<file path="src/rtl/mem_arbiter_nxm.sv">
// mem_arbiter_nxm: multiplexes READ_MASTERS read and WRITE_MASTERS write clients onto one AXI port
// Build option: define MEM_ARB_ROUND_ROBIN_EN for round-robin grants; otherwise lowest eligible index wins.
// Ports:
//   clk, rst_n                 clock, asynchronous active-low reset
//   i_m_ar* / o_m_arready      per-read-client AR channel, packed by client index
//   o_m_r* / i_m_rready        per-read-client R channel (valid per client, data/last/id shared)
//   i_w_aw* / o_w_awready      per-write-client AW channel
//   i_w_w* / o_w_wready        per-write-client W channel
//   o_w_b* / i_w_bready        per-write-client B channel (valid per client, id shared)
//   o_ar*/i_r*/o_aw*/o_w*/i_b* external AXI channels; downstream IDs carry the client index
//   o_rd_busy, o_wr_state      outstanding-read flags and write FSM state
module mem_arbiter_nxm #(
    parameter int READ_MASTERS  = 2,
    parameter int WRITE_MASTERS = 1,
    parameter int ADDR_W        = 32,
    parameter int DATA_W        = 32,
    parameter int LEN_W         = 8,
    parameter int M_ID_W        = 4,
    parameter int AXI_ID_W      = 4
) (
    input  logic                                  clk,
    input  logic                                  rst_n,
    input  logic [READ_MASTERS-1:0]               i_m_arvalid,
    input  logic [READ_MASTERS-1:0][ADDR_W-1:0]   i_m_araddr,
    input  logic [READ_MASTERS-1:0][LEN_W-1:0]    i_m_arlen,
    input  logic [READ_MASTERS-1:0][M_ID_W-1:0]   i_m_arid,
    output logic [READ_MASTERS-1:0]               o_m_arready,
    output logic [READ_MASTERS-1:0]               o_m_rvalid,
    output logic [DATA_W-1:0]                     o_m_rdata,
    output logic                                  o_m_rlast,
    output logic [M_ID_W-1:0]                     o_m_rid,
    input  logic [READ_MASTERS-1:0]               i_m_rready,
    input  logic [WRITE_MASTERS-1:0]              i_w_awvalid,
    input  logic [WRITE_MASTERS-1:0][ADDR_W-1:0]  i_w_awaddr,
    input  logic [WRITE_MASTERS-1:0][LEN_W-1:0]   i_w_awlen,
    input  logic [WRITE_MASTERS-1:0][M_ID_W-1:0]  i_w_awid,
    output logic [WRITE_MASTERS-1:0]              o_w_awready,
    input  logic [WRITE_MASTERS-1:0]              i_w_wvalid,
    input  logic [WRITE_MASTERS-1:0][DATA_W-1:0]  i_w_wdata,
    input  logic [WRITE_MASTERS-1:0]              i_w_wlast,
    output logic [WRITE_MASTERS-1:0]              o_w_wready,
    output logic [WRITE_MASTERS-1:0]              o_w_bvalid,
    output logic [M_ID_W-1:0]                     o_w_bid,
    input  logic [WRITE_MASTERS-1:0]              i_w_bready,
    output logic                                  o_arvalid,
    output logic [ADDR_W-1:0]                     o_araddr,
    output logic [LEN_W-1:0]                      o_arlen,
    output logic [AXI_ID_W-1:0]                   o_arid,
    input  logic                                  i_arready,
    input  logic                                  i_rvalid,
    input  logic [DATA_W-1:0]                     i_rdata,
    input  logic                                  i_rlast,
    input  logic [AXI_ID_W-1:0]                   i_rid,
    output logic                                  o_rready,
    output logic                                  o_awvalid,
    output logic [ADDR_W-1:0]                     o_awaddr,
    output logic [LEN_W-1:0]                      o_awlen,
    output logic [AXI_ID_W-1:0]                   o_awid,
    input  logic                                  i_awready,
    output logic                                  o_wvalid,
    output logic [DATA_W-1:0]                     o_wdata,
    output logic                                  o_wlast,
    output logic [AXI_ID_W-1:0]                   o_wid,
    input  logic                                  i_wready,
    input  logic                                  i_bvalid,
    input  logic [AXI_ID_W-1:0]                   i_bid,
    output logic                                  o_bready,
    output logic [READ_MASTERS-1:0]               o_rd_busy,
    output logic [1:0]                            o_wr_state
);
    localparam int MAX_M = (READ_MASTERS > WRITE_MASTERS) ?
                           ((READ_MASTERS > 2) ? READ_MASTERS : 2) :
                           ((WRITE_MASTERS > 2) ? WRITE_MASTERS : 2);
    localparam int IDX_W = $clog2(MAX_M);
    localparam logic [1:0] W_IDLE = 2'd0, W_ADDR = 2'd1, W_DATA = 2'd2, W_RESP = 2'd3;

    // Lowest requester at or above ptr wins; if none, the lowest requester overall (wrap).
    function automatic logic [IDX_W-1:0] pick(input logic [MAX_M-1:0] req, input logic [IDX_W-1:0] ptr);
        pick = '0;
        for (int j = MAX_M - 1; j >= 0; j--) if (req[j]) pick = IDX_W'(j);
        for (int j = MAX_M - 1; j >= 0; j--) if (req[j] && IDX_W'(j) >= ptr) pick = IDX_W'(j);
    endfunction

    logic [READ_MASTERS-1:0]              r_busy;
    logic                                 r_ar_valid;
    logic [IDX_W-1:0]                     r_ar_owner;
    logic [ADDR_W-1:0]                    r_ar_addr;
    logic [LEN_W-1:0]                     r_ar_len;
    logic [READ_MASTERS-1:0][M_ID_W-1:0]  r_saved_arid;
    logic [READ_MASTERS-1:0]              w_rd_elig;
    logic [READ_MASTERS-1:0]              w_rd_clr;
    logic [IDX_W-1:0]                     w_rd_win;
    logic [IDX_W-1:0]                     w_rd_ptr;
    logic                                 w_rd_go;

    logic [1:0]                           r_wr_state;
    logic [IDX_W-1:0]                     r_wr_owner;
    logic [ADDR_W-1:0]                    r_wr_addr;
    logic [LEN_W-1:0]                     r_wr_len;
    logic [M_ID_W-1:0]                    r_wr_awid;
    logic [1:0]                           w_wr_next;
    logic [IDX_W-1:0]                     w_wr_win;
    logic [IDX_W-1:0]                     w_wr_ptr;
    logic                                 w_wr_go;
    logic                                 w_wr_data;
    logic                                 w_bmatch;

`ifdef MEM_ARB_ROUND_ROBIN_EN
    logic [IDX_W-1:0] r_rd_ptr;
    logic [IDX_W-1:0] r_wr_ptr;
    always_ff @(posedge clk or negedge rst_n) begin
        if (!rst_n) begin
            r_rd_ptr <= '0;
            r_wr_ptr <= '0;
        end else begin
            if (w_rd_go) r_rd_ptr <= (w_rd_win == IDX_W'(READ_MASTERS - 1)) ? '0 : w_rd_win + IDX_W'(1);
            if (w_wr_go) r_wr_ptr <= (w_wr_win == IDX_W'(WRITE_MASTERS - 1)) ? '0 : w_wr_win + IDX_W'(1);
        end
    end
    assign w_rd_ptr = r_rd_ptr;
    assign w_wr_ptr = r_wr_ptr;
`else
    assign w_rd_ptr = '0;
    assign w_wr_ptr = '0;
`endif

    // Read address: one-entry AR stage, refillable in the same cycle it drains downstream.
    // Grants are gated by rst_n so no READY can pulse while reset is held.
    assign w_rd_elig   = i_m_arvalid & ~r_busy;
    assign w_rd_win    = pick(MAX_M'(w_rd_elig), w_rd_ptr);
    assign w_rd_go     = rst_n && (|w_rd_elig) && (!r_ar_valid || i_arready);
    assign o_m_arready = w_rd_go ? (READ_MASTERS'(1) << w_rd_win) : '0;
    assign o_arvalid   = r_ar_valid;
    assign o_araddr    = r_ar_addr;
    assign o_arlen     = r_ar_len;
    assign o_arid      = AXI_ID_W'(r_ar_owner);
    assign o_rd_busy   = r_busy;

    // R routing: only an ID naming a busy client is forwarded; anything else is sunk.
    always_comb begin
        o_m_rvalid = '0;
        o_m_rid    = '0;
        o_rready   = 1'b1;
        w_rd_clr   = '0;
        for (int j = 0; j < READ_MASTERS; j++) begin
            if (i_rid == AXI_ID_W'(j) && r_busy[j]) begin
                o_m_rvalid[j] = i_rvalid;
                o_m_rid       = r_saved_arid[j];
                o_rready      = i_m_rready[j];
                w_rd_clr[j]   = i_rvalid & i_m_rready[j] & i_rlast;
            end
        end
    end
    assign o_m_rdata = i_rdata;
    assign o_m_rlast = i_rlast;

    always_ff @(posedge clk or negedge rst_n) begin
        if (!rst_n) begin
            r_busy       <= '0;
            r_ar_valid   <= 1'b0;
            r_ar_owner   <= '0;
            r_ar_addr    <= '0;
            r_ar_len     <= '0;
            r_saved_arid <= '0;
        end else begin
            r_busy <= (r_busy | o_m_arready) & ~w_rd_clr;
            if (w_rd_go) begin
                r_ar_valid             <= 1'b1;
                r_ar_owner             <= w_rd_win;
                r_ar_addr              <= i_m_araddr[w_rd_win];
                r_ar_len               <= i_m_arlen[w_rd_win];
                r_saved_arid[w_rd_win] <= i_m_arid[w_rd_win];
            end else if (i_arready) begin
                r_ar_valid <= 1'b0;
            end
        end
    end

    // Write path: one burst at a time through AW, W and B phases.
    assign w_wr_win    = pick(MAX_M'(i_w_awvalid), w_wr_ptr);
    assign w_wr_go     = rst_n && (r_wr_state == W_IDLE) && (|i_w_awvalid);
    assign w_wr_data   = r_wr_state == W_DATA;
    assign w_bmatch    = (r_wr_state == W_RESP) && (i_bid == AXI_ID_W'(r_wr_owner));
    assign o_w_awready = w_wr_go ? (WRITE_MASTERS'(1) << w_wr_win) : '0;
    assign o_awvalid   = r_wr_state == W_ADDR;
    assign o_awaddr    = r_wr_addr;
    assign o_awlen     = r_wr_len;
    assign o_awid      = AXI_ID_W'(r_wr_owner);
    assign o_wvalid    = w_wr_data & i_w_wvalid[r_wr_owner];
    assign o_wdata     = i_w_wdata[r_wr_owner];
    assign o_wlast     = i_w_wlast[r_wr_owner];
    assign o_wid       = AXI_ID_W'(r_wr_owner);
    assign o_w_wready  = (w_wr_data && i_wready) ? (WRITE_MASTERS'(1) << r_wr_owner) : '0;
    assign o_bready    = w_bmatch ? i_w_bready[r_wr_owner] : 1'b1;
    assign o_w_bvalid  = (w_bmatch && i_bvalid) ? (WRITE_MASTERS'(1) << r_wr_owner) : '0;
    assign o_w_bid     = r_wr_awid;
    assign o_wr_state  = r_wr_state;

    assign w_wr_next = (r_wr_state == W_IDLE) ? (w_wr_go ? W_ADDR : W_IDLE) :
                       (r_wr_state == W_ADDR) ? (i_awready ? W_DATA : W_ADDR) :
                       (r_wr_state == W_DATA) ? ((o_wvalid && i_wready && o_wlast) ? W_RESP : W_DATA) :
                       ((w_bmatch && i_bvalid && o_bready) ? W_IDLE : W_RESP);

    always_ff @(posedge clk or negedge rst_n) begin
        if (!rst_n) begin
            r_wr_state <= W_IDLE;
            r_wr_owner <= '0;
            r_wr_addr  <= '0;
            r_wr_len   <= '0;
            r_wr_awid  <= '0;
        end else begin
            r_wr_state <= w_wr_next;
            if (w_wr_go) begin
                r_wr_owner <= w_wr_win;
                r_wr_addr  <= i_w_awaddr[w_wr_win];
                r_wr_len   <= i_w_awlen[w_wr_win];
                r_wr_awid  <= i_w_awid[w_wr_win];
            end
        end
    end
endmodule

</file>
<file path="config.mk">
export PLATFORM = sky130hd
export DESIGN_NAME = mem_arbiter_nxm
export DESIGN_NICKNAME = d
export VERILOG_FILES = /design/src/rtl/mem_arbiter_nxm.sv
export SDC_FILE = /design/constraint.sdc
export NUM_CORES = 1
export LEC_CHECK = 0
export BUFFER_PORTS_ARGS = -buffer_cell sky130_fd_sc_hd__buf_2
export CAP_MARGIN = 20
export CORE_AREA = 2 2 154 156
export DETAILED_ROUTE_END_ITERATION = 16
export DIE_AREA = 0 0 156 158
export SLEW_MARGIN = 25
export SYNTH_ARGS = -nofsm -noshare
export SYNTH_HDL_FRONTEND = slang
export SYNTH_SLANG_ARGS = --single-unit
</file>
<file path="constraint.sdc">
create_clock -name clk -period 2.5 [get_ports clk]
set_clock_uncertainty 0.15 [all_clocks]
set_input_delay 0.375 -clock clk [delete_from_list [all_inputs] [get_ports clk]]
set_output_delay 0.375 -clock clk [all_outputs]
set_load 0.03 [all_outputs]
</file>
# == After elaboration in Yosys (flattened, before gate mapping) ==
# Index checks and enable logic that the tools add are counted.
# op_classes
add_sub_neg,0
n_mul,0
div_mod_pow,0
n_lt_le_gt_ge,2
n_eq_ne,4
shift,1
mux,33
bitwise_logic,10
n_reduce_logical,20
# op_table
operator,n
$mux W32,2
$mux W4,5
$mux W1,16
$mux W8,2
$logic_and A1 B1 Y1,13
$mux W2,6
$bwmux W8,1
$logic_not A4 Y1,2
$and A1 B1 Y1,5
$and A2 B2 Y2,2
$demux W4 S1,1
$eq A2 B2 Y1 const B,2
$eq A4 B1 Y1 const B,1
$not A2 Y2,2
$eq A2 B1 Y1 const B,1
$logic_not A2 Y1,1
$lt A1 B2 Y1 const B,1
$or A2 B2 Y2,1
$reduce_bool A2 Y1,1
$reduce_or A2 Y1,1
$shl A1 B1 Y2 const A,1
$ge A1 B1 Y1 const B,1
$logic_not A1 Y1,1
$logic_or A1 B1 Y1,1
# word_totals
register_bits,98
latchBits,0
mem_bits_rw,0
mem_bits_ro,0
inputBits,220
n_memories,0

# == Longest topological paths before layout ==
# Gate-level depths: netlist of run 1.
# depth
word_depth,9
ltp_mapped,5
mapped_depth_nobuf,3

# == Worst setup path before layout of run 1 ==
# No wires, ideal clock.
# synth_path
kind,reg-to-output
start,register r_busy[1] (netlist: o_rd_busy[1])
end,output o_rready
arrival_ns,1.405
required_ns,1.975
slack_ns,0.570
stages_incl_launch_ff,4
path_buffers,1
cell_sequence,dfrtp_1 -> and3_1 -> clkbuf_1 -> a22oi_1
# synth_between
elab_chain_len,2
# synth_lines
element,line_no,rtl
from (decl),84,logic [READ_MASTERS-1:0] r_busy;
from (signal assigned),166,r_busy <= (r_busy | o_m_arready) & ~w_rd_clr;
$logic_and A1 B1 Y1,146,if (i_rid == AXI_ID_W'(j) && r_busy[j]) begin
$mux W1,146,
to (decl),54,"output logic o_rready,"
# Every way passes these cells.

# == Final worst setup path of run 1 ==
# layout_path
start,register r_wr_state[0] (netlist: o_wr_state[0])
end,output o_w_awready
# layout_between
elab_chain_len,4
# layout_lines
element,line_no,rtl
from (decl),96,logic [1:0] r_wr_state;
from (signal assigned),212,r_wr_state <= w_wr_next;
$logic_not A2 Y1,181,assign w_wr_go = rst_n && (r_wr_state == W_IDLE) && (|i_w_awvalid);
$logic_and A1 B1 Y1 (2 in a row),181,
$mux W1,184,assign o_w_awready = w_wr_go ? (WRITE_MASTERS'(1) << w_wr_win) : '0;
to (decl),37,"output logic [WRITE_MASTERS-1:0] o_w_awready,"
# Every way passes these cells.

==> results of run 1 <==
[state kept, by name, summed over array words and instances, names as in the netlist, 2 cells and up]
register / cells
o_araddr: 32
o_awaddr: 32
o_arlen: 8
o_awlen: 8
r_saved_arid: 8
o_w_bid: 4
o_rd_busy: 2
o_wr_state: 2
[power groups by stage]
| stage | Sequential [mW] | Clock (mW) | Combinational (mW) |
|---|---|---|---|
| global route | 2.89 | 1.63 | 3.99 |
| finish | 2.78 | 1.50 | 3.76 |
| detailed placement | 2.79 | 0 | 3.80 |
| global placement | 2.80 | 0 | 3.76 |
| floorplan | 4.15 | 0 | 1.44 |
| CTS | 2.78 | 1.58 | 3.81 |
[final cells by class]
cell class | instances | area share [%]
well taps | 290 | 5.59
clock buffers | 9 | 3.47
multi-input cells | 141 | 22.5
repair buffers | 273 | 22.2
flip-flops and latches | 98 | 37.8
clock inverters | 7 | 1.46
inverters | 123 | 7.11
[worst max-delay path, delay by kind of cell, from the launching register on]
family / cells / cell delay, ns
buffers and inverters: 2 / 0.60
DFF: 1 / 0.47
and+or+nand+nor: 1 / 0.39
[layout by cell type, fill, tap and decap left out, types with 4 or more instances in the layout]
master	synthesis	layout
buf_2	6	261
dfrtp_1	98	98
mux2_2	14	14
inv_1	123	123
a222oi_1	40	40
clkbuf_16	0	9
conb_1	1	11
buf_4	78	7
a22o_1	4	4
mux2_4	38	38
[Yosys cell counts, types with 2 or more instances]
cell type / count / share of area [%]
o21ai_0: 3 / 0.29
nor3_1: 2 / 0.20
dfrtp_1: 98 / 48
a2bb2oi_1: 2 / 0.34
buf_2: 6 / 0.59
a22o_1: 4 / 0.69
nor2b_1: 2 / 0.24
clkbuf_1: 4 / 0.29
and2_1: 3 / 0.37
buf_4: 78 / 11
and3_1: 4 / 0.49
inv_1: 123 / 9.0
mux2_2: 14 / 3.1
and3b_1: 3 / 0.51
buf_12: 4 / 1.6
buf_6: 7 / 1.5
mux2_4: 38 / 11
a222oi_1: 40 / 7.8
nand2_1: 2 / 0.15
[cells by family after synthesis]
logic type      after synthesis
compound gates               54
buf+inv                     222
flops                        98
mux                          52
other cells                   1
simple gates                 24
[timing repair]
action,4_1_cts,5_1_grt
hold buffers,2,0
hold endpoints to repair,17,0
buffers inserted,0,0
[per-layer routing]
| metal | wire [um] | vias up | track usage, % |
|---|---|---|---|
| met1 | 5900 | 1855 | 13.7 |
| met2 | 7180 | 172 | 18.7 |
| met5 | 7 | - | 0 |
| li1 | - | 1780 | - |
| met4 | 421 | 2 | 5.29 |
| met3 | 1020 | 45 | 3.67 |
[final timing paths]
check	depth (start not counted)	end	from	slack (ns)
hold / removal	2	o_awaddr[19]	rst_n	0.08
hold reg to reg	1	r_ar_owner	r_ar_owner	0.33
setup reg to reg	3	o_awaddr[16]	o_wr_state[0]	0.65
max in group asynchronous	3	o_wr_state[0]	rst_n	1.32
min in group clk	2	o_awaddr[2]	i_w_awaddr[2]	0.10
setup / recovery	3	o_w_awready	o_wr_state[0]	0.15
==> impl_metrics.csv, run 1 <==
group,metric,value,unit
yosys,synth_xor_area_share,0,%
clocking,cts_buffers,9,
sta,fin_crit,2.35,ns
yosys,synth-compound-area-share,9.81,%
floorplanning,die_w,156,um
clocking,clockBufferDepth,2,
clocking,clk_latency,0.34,ns
global_route,track_usage,11.4,%
placement,place_area,0.00615,mm2
pwr,power.total,8.04,mW
routing,avgViaCountPerCell,4.10,
yosys,yosysSeqAreaShare,48.0,%
routing,post-route-drc-count,0,
final_layout,fin_nets,866,
final_layout,final.fill_count,2445,
yosys,synthArstFlopShare,100,%
floorplanning,start_util,22.2,%
floorplanning,dieArea,0.0246,mm2
routing,drt_wl_total,14500,um
critical_path,cp.required,1.98,ns
clocking,path_clk_slew,0.08,ns
final_layout,layout-drive-gt1-share,52.8,%
yosys,synth_edf_count,0,
routing,wire_per_inst,15.4,um
pwr,leakagePower,3.67,nW
final_layout,fin_area,0.00649,mm2
pwr,intPower,4.56,mW
global_route,overflow,0,
final_layout,fin_util,28.2,%
sta,clock.fmax,0.426,GHz
global_route,grt_pass1_vias,3751,
placement,place_congestion,0.772,
critical_path,crit_chain,"nor4bb_4 -> buf_12 -> buf_2",
sta,slew_headroom,51.7,%
routing,dr.first_iter.drc_count,322,
placement,hpwlAfterDp,10900,um
clocking,cts_tree,"built",
global_route,grt_pass1_wl,21300,um
yosys,synth_adder_area_share,0,%
critical_path,slowest_stage,"dfrtp_1",
critical_path,cp-start-kind,"flip-flop",
sta,finalCritPeriodShare,94.0,%
placement,place_ws,0.466,ns
final_layout,num_antenna_cells,0,
floorplanning,io_pins,402,
critical_path,cp_max_fo,43,
sta,final_max_slew_viol_count,0,
floorplanning,rows,56,
yosys,yosys.area_share.simple,3.45,%
yosys,yosysWarnings,0,
sta,final.setup.worst_slack,0.151,ns
clocking,postCtsResizedCells,0,
final_layout,multi_input_area,0.00146,mm2
pwr,pwr-share-seq,34.5,%
critical_path,crit_arrival,1.82,ns
clocking,cts-root-buf,"clkbuf_16",
critical_path,cp-end-kind,"primary output",
sta,tns,0,ns
routing,detail-route-antenna-nets,0,
min_path,holdCritPathClass,"in -> async",
yosys,synthesis.area,0.00511,mm2
sta,whs,0.0814,ns
pwr,clkPwrFrac,18.7,%
global_route,grt_antenna_before_repair,1,
pwr,power_frac_comb,46.8,%
sta,hold_violations,0,
clocking,h-tree-depth,3,
sta,setup_viol_count_final,0,
critical_path,cpPeakStageDelay,0.47,ns
yosys,muxShareOfSynthArea,14.2,%
floorplanning,die_h,158,um
placement,portBuffers,262,
pwr,power_switching,3.48,mW
sta,grt_setup_unrepaired,"no",
yosys,synth_seq_cells,98,
yosys,synth_top_flop_cell,"dfrtp_1",
final_layout,area_growth,27.0,%
yosys,synth_cell_types,33,
final_layout,stdcell_count,941,
routing,vias,3854,
critical_path,path_class,"reg -> out",
pwr,vdd_drop_max,388,uV
pwr,switching_share,43.3,%
placement,dp.cells,923,
yosys,avgSynthCellArea,11.3,um2
clocking,cts.sinks,98,
final_layout,seq_area,0.00245,mm2
yosys,synthCells,451,
flow_run,maxCapViolCount,0,
pwr,power_per_cell_area,1240,mW/mm2
routing,first_pass_iters,6,
floorplanning,coreArea,0.0231,mm2
global_route,grt_max_degree,55,
status,status,"complete, no violations",
sta,tightest_slew,0.724,ns
yosys,synth_top_family_by_area,"buffers and inverters",
No activity file was read; power rests on OpenSTA's default activity.
==> run 2, diff against run 1 <==
Settings changed: CTS_CLUSTER_DIAMETER set to 40, GPL_TIMING_DRIVEN set to 0.
==> impl_metrics.csv, run 2 (same netlist as run 1, synthesis figures left out) <==
group,metric,value,unit
placement,hpwlAfterDp,12700,um
floorplanning,start_util,22.2,%
sta,clock.fmax,0.407,GHz
floorplanning,rows,56,
placement,place_area,0.00718,mm2
critical_path,cp-end-kind,"primary output",
flow_run,maxCapViolCount,0,
final_layout,fin_area,0.00759,mm2
global_route,track_usage,12.4,%
sta,finalCritPeriodShare,98.2,%
min_path,holdCritPathClass,"in -> reg",
clocking,cts_tree,"built",
critical_path,rr_startpoint,"o_wr_state[0]",
routing,wire_per_inst,15.0,um
routing,first_pass_iters,8,
final_layout,num_antenna_cells,0,
global_route,grt_pass1_wl,22900,um
floorplanning,io_pins,402,
sta,tightest_slew,0.549,ns
sta,hold_violations,0,
floorplanning,die_w,156,um
sta,grt_setup_unrepaired,"no",
routing,post-route-drc-count,0,
min_path,hold_end,"o_awlen[0]",
pwr,leakagePower,4.39,nW
critical_path,r2r.worst_path.cells,5,
critical_path,r2r_end,"o_awaddr[26]",
critical_path,cp_max_fo,10,
global_route,grt_pass1_vias,4080,
final_layout,final_cell_mix,"buf_2, inv_1, dfrtp_1, buf_4, a222oi_1",
critical_path,cp-start-kind,"input port",
critical_path,path_class,"in -> out",
critical_path,r2r_slack,0.55,ns
sta,slew_headroom,63.4,%
sta,final_max_slew_viol_count,0,
sta,tns,0,ns
final_layout,area_growth,48.4,%
routing,detail-route-antenna-nets,0,
routing,drt_wl_total,16500,um
pwr,power.total,8.25,mW
min_path,min_path_cells,2,
pwr,vdd_drop_max,352,uV
placement,place_congestion,0.778,
routing,dr.first_iter.drc_count,335,
sta,fin_crit,2.46,ns
final_layout,layout-drive-gt1-share,61.4,%
global_route,grt_antenna_before_repair,0,
pwr,power_per_cell_area,1090,mW/mm2
min_path,worstHoldStart,"i_w_awlen[0]",
sta,setup_viol_count_final,0,
floorplanning,die_h,158,um
clocking,h-tree-depth,3,
final_layout,mostFrequentLayoutCell,"buf_2",
clocking,clockBufferDepth,2,
clocking,path_clk_slew,0.08,ns
floorplanning,coreArea,0.0231,mm2
global_route,grt_max_degree,53,
placement,portBuffers,326,
clocking,cts-root-buf,"clkbuf_16",
status,status,"complete, no violations",
critical_path,cp.required,1.98,ns
clocking,clk_latency,0.35,ns
global_route,overflow,0,
clocking,cts.sinks,98,
routing,avgViaCountPerCell,4.01,
routing,vias,4420,
final_layout,fin_nets,1027,
floorplanning,dieArea,0.0246,mm2
clocking,cts_buffers,9,
critical_path,crit_arrival,1.93,ns
[run 2: changes by cell type in the layout (fill, tap and decap cells not counted), sizes merged]
| cell | delta |
|---|---|
| clkinvlp | +1 |
| buf | +156 |
| bufinv | -1 |
| inv | +2 |
| clkinv | -3 |
| clkbuf | +5 |
[run 2: stage by stage]
stage | util [%] | setup slack (ns) | instances | hold slack [ns]
4_1_cts | 32.8 | 0.0338 | 1098 | 0.0756
2_1_floorplan | - | 0.570 | 461 | -0.0706
5_1_grt | 32.9 | 0.00376 | 1101 | 0.0771
3_3_place_gp | 31.0 | -1.58 | 1077 | 0.312
3_5_place_dp | 31.1 | -0.0211 | 1078 | 0.205
6_report | 32.9 | 0.0439 | 1101 | 0.0973
[run 2: worst max-delay path: stages]
cell,delay [ns]
dlygate4sd3_1,0.57
buf_6,0.15
buf_16,0.13
and3_1,0.16
buf_6,0.17
buf_6,0.17
buf_2,0.21
[run 2: how the worst max path moves through the flow]
stage | from | end | slack (ns)
after floorplan | o_rd_busy[1] | o_rready | 0.57
after global placement | rst_n | o_araddr[3] | -1.58
after detailed placement | rst_n | o_araddr[11] | -0.02
after CTS | rst_n | o_m_arready[1] | 0.03
after global routing | rst_n | o_m_arready[0] | 0.004
final | rst_n | o_m_arready[0] | 0.04
[run 2: cell type report]
class                      count  area [um2]
buffer                        99         792
clock inverter                 6        56.3
timing repair buffer         335        1790
fill                        2391       15500
tap                          290         363
sequential                    98        2450
multi-input combinational    141        1450
clock buffer                   9         225
inverter                     123         462
[run 2: report_power, final]
part / internal (mW) / leakage, nW / switching (mW)
logic: 1.56 / 3.12 / 2.52
registers: 2.35 / 1.13 / 0.437
clock network: 0.697 / 0.137 / 0.691
total: 4.60 / 4.39 / 3.65
[run 2: what timing repair did]
action                     4_1_cts  5_1_grt
resized for setup                0        1
buffers inserted                 0        3
setup endpoints to repair        0        2
hold endpoints to repair        46        0
hold buffers                     5        0
[run 2: per-layer routing]
metal,track usage (%),vias up,routed length [um],part of all wire [%]
met5,0,-,0,0
met4,3.76,0,176,1.1
met3,2.85,7,998,6.0
met2,21.9,200,8720,53
met1,15.0,2108,6600,40
li1,-,2105,-,-
==> run 3, diff against run 2 <==
--- a/config.mk
+++ b/config.mk
@@ -9,5 +9,5 @@
 export CAP_MARGIN = 20
 export CORE_AREA = 2 2 154 156
-export CTS_CLUSTER_DIAMETER = 40
+export CTS_CLUSTER_DIAMETER = 100
 export DETAILED_ROUTE_END_ITERATION = 16
 export DIE_AREA = 0 0 156 158
==> constraint.sdc (replaced) <==
create_clock -name clk -period 2.5 [get_ports clk]
set_clock_uncertainty 0.15 [all_clocks]
set_input_delay 0.5 -clock clk [delete_from_list [all_inputs] [get_ports clk]]
set_output_delay 0.5 -clock clk [all_outputs]
set_load 0.03 [all_outputs]
==> impl_metrics.csv, run 3 (same netlist as run 1, synthesis figures left out) <==
group,metric,value,unit
sta,clock.fmax,0.428,GHz
pwr,power.total,8.26,mW
sta,final.setup.worst_slack,0.166,ns
sta,slew_headroom,63.8,%
critical_path,r2r_end,"o_araddr[7]",
routing,dr.first_iter.drc_count,333,
routing,avgViaCountPerCell,4.02,
sta,finalCritPeriodShare,93.4,%
critical_path,cpPeakStageDelay,0.41,ns
critical_path,path_buf_inv,2,
sta,grt_setup_unrepaired,"no",
clocking,cts.sinks,98,
clocking,clockBufferDepth,2,
sta,tightest_slew,0.543,ns
routing,detail-route-antenna-nets,0,
floorplanning,io_pins,402,
routing,vias,4422,
sta,fin_crit,2.33,ns
critical_path,cp.required,1.85,ns
global_route,grt_pass1_vias,4056,
critical_path,crit_arrival,1.68,ns
pwr,clkPwrFrac,16.8,%
clocking,cts_buffers,9,
global_route,grt_pass1_wl,23000,um
pwr,switching_share,44.2,%
global_route,track_usage,12.4,%
critical_path,slowest_stage,"dfrtp_1",
clocking,clk_latency,0.35,ns
clocking,h-tree-depth,3,
floorplanning,start_util,22.2,%
critical_path,rr_startpoint,"o_rd_busy[0]",
clocking,cts_tree,"built",
final_layout,num_antenna_cells,0,
routing,first_pass_iters,6,
final_layout,layout-drive-gt1-share,61.9,%
routing,drt_wl_total,16500,um
routing,wire_per_inst,15.0,um
sta,final_max_slew_viol_count,0,
critical_path,cp_max_fo,10,
pwr,power_switching,3.65,mW
floorplanning,rows,56,
critical_path,r2r_slack,0.58,ns
min_path,holdCritPathClass,"in -> async",
floorplanning,die_w,156,um
floorplanning,dieArea,0.0246,mm2
global_route,grt_antenna_before_repair,0,
routing,post-route-drc-count,0,
placement,place_ws,-0.244,ns
pwr,vdd_drop_max,349,uV
critical_path,path_class,"reg -> out",
placement,place_congestion,0.778,
critical_path,worst_path_most_repeated_cell,"buf_2",
pwr,leakagePower,4.42,nW
floorplanning,die_h,158,um
critical_path,cp-end-kind,"primary output",
clocking,path_clk_slew,0.07,ns
sta,whs,0.0562,ns
final_layout,fin_util,33.0,%
floorplanning,coreArea,0.0231,mm2
final_layout,area_growth,48.8,%
critical_path,cp-start-kind,"flip-flop",
critical_path,crit_chain,"nor2b_1 -> and4b_1 -> buf_2 -> buf_2",
clocking,cts-root-buf,"clkbuf_16",
pwr,power_frac_comb,49.4,%
pwr,power_per_cell_area,1080,mW/mm2
sta,tns,0,ns
sta,setup_viol_count_final,0,
status,status,"complete, no violations",
placement,hpwlAfterDp,12700,um
final_layout,final_cell_mix,"buf_2, inv_1, dfrtp_1, buf_4, a222oi_1",
global_route,grt_max_degree,47,
sta,hold_violations,0,
global_route,overflow,0,
final_layout,mostFrequentLayoutCell,"buf_2",
flow_run,maxCapViolCount,0,
final_layout,fin_nets,1026,
pwr,pwr-share-seq,33.8,%
pwr,intPower,4.61,mW
critical_path,cp_top_family,"buffers and inverters",
placement,portBuffers,326,
critical_path,r2r.worst_path.cells,4,
==> run 3: cell types whose count changed in the layout (fill, tap and decap cells not counted), sizes merged <==
cell,change
dlygate4sd3,-2
bufbuf,+1
buf,+1
clkbuf,-1
==> run 3: worst max-delay path by stage <==
stage | start | endpoint | slack [ns] | cells after the start
5_1_grt | o_rd_busy[1] | o_m_arready[1] | 0.04 | 4
2_1_floorplan | o_rd_busy[1] | o_rready | 0.44 | 3
4_1_cts | o_wr_state[0] | o_w_awready | 0.001 | 4
3_3_place_gp | rst_n | o_araddr[3] | -1.71 | 4
3_5_place_dp | rst_n | o_m_arready[0] | -0.24 | 6
6_report | o_rd_busy[1] | o_m_arready[1] | 0.17 | 4
==> run 3: through the flow <==
stage / cells / cell area (um2)
after floorplan: 461 / 5150
after global placement: 1077 / 7150
final: 1100 / 7610
after global routing: 1100 / 7610
after CTS: 1097 / 7580
after detailed placement: 1078 / 7180
==> run 3: per-layer routing <==
metal,track usage (%),part of all wire [%],up-vias
met1,15.1,40,2111
met3,2.57,5.9,9
met4,3.84,1.2,0
met2,22.1,53,196
met5,0,0,-
li1,-,-,2106
==> run 3: timing repair <==
action                                  in CTS  in global routing
gates cloned                                 1                  0
gates resized for setup                      2                  3
endpoints found under the hold margin       46                  0
endpoints found under the setup margin       3                  1
hold buffers                                 3                  0
buffers inserted                             0                  3
==> run 3: worst min-delay path, cell delays in order <==
cell and delay [ns]:
buf_12 0.10, buf_16 0.12, buf_12 0.18
==> run 3: power groups by stage <==
stage | Sequential, mW | Clock, mW | Combinational [mW]
2_1_floorplan | 4.15 | 0 | 1.44
3_3_place_gp | 2.79 | 0 | 4.05
3_5_place_dp | 2.80 | 0 | 4.10
4_1_cts | 2.79 | 1.46 | 4.13
5_1_grt | 2.88 | 1.52 | 4.31
6_report | 2.79 | 1.39 | 4.08
==> run 3: cell type report <==
cell class,instances,area [um2]
sequential,98,2450
fill,2394,15400
buffer,99,790
clock buffer,9,225
multi-input combinational,141,1460
tap,290,363
clock inverter,6,56.3
timing repair buffer,334,1800
inverter,123,462
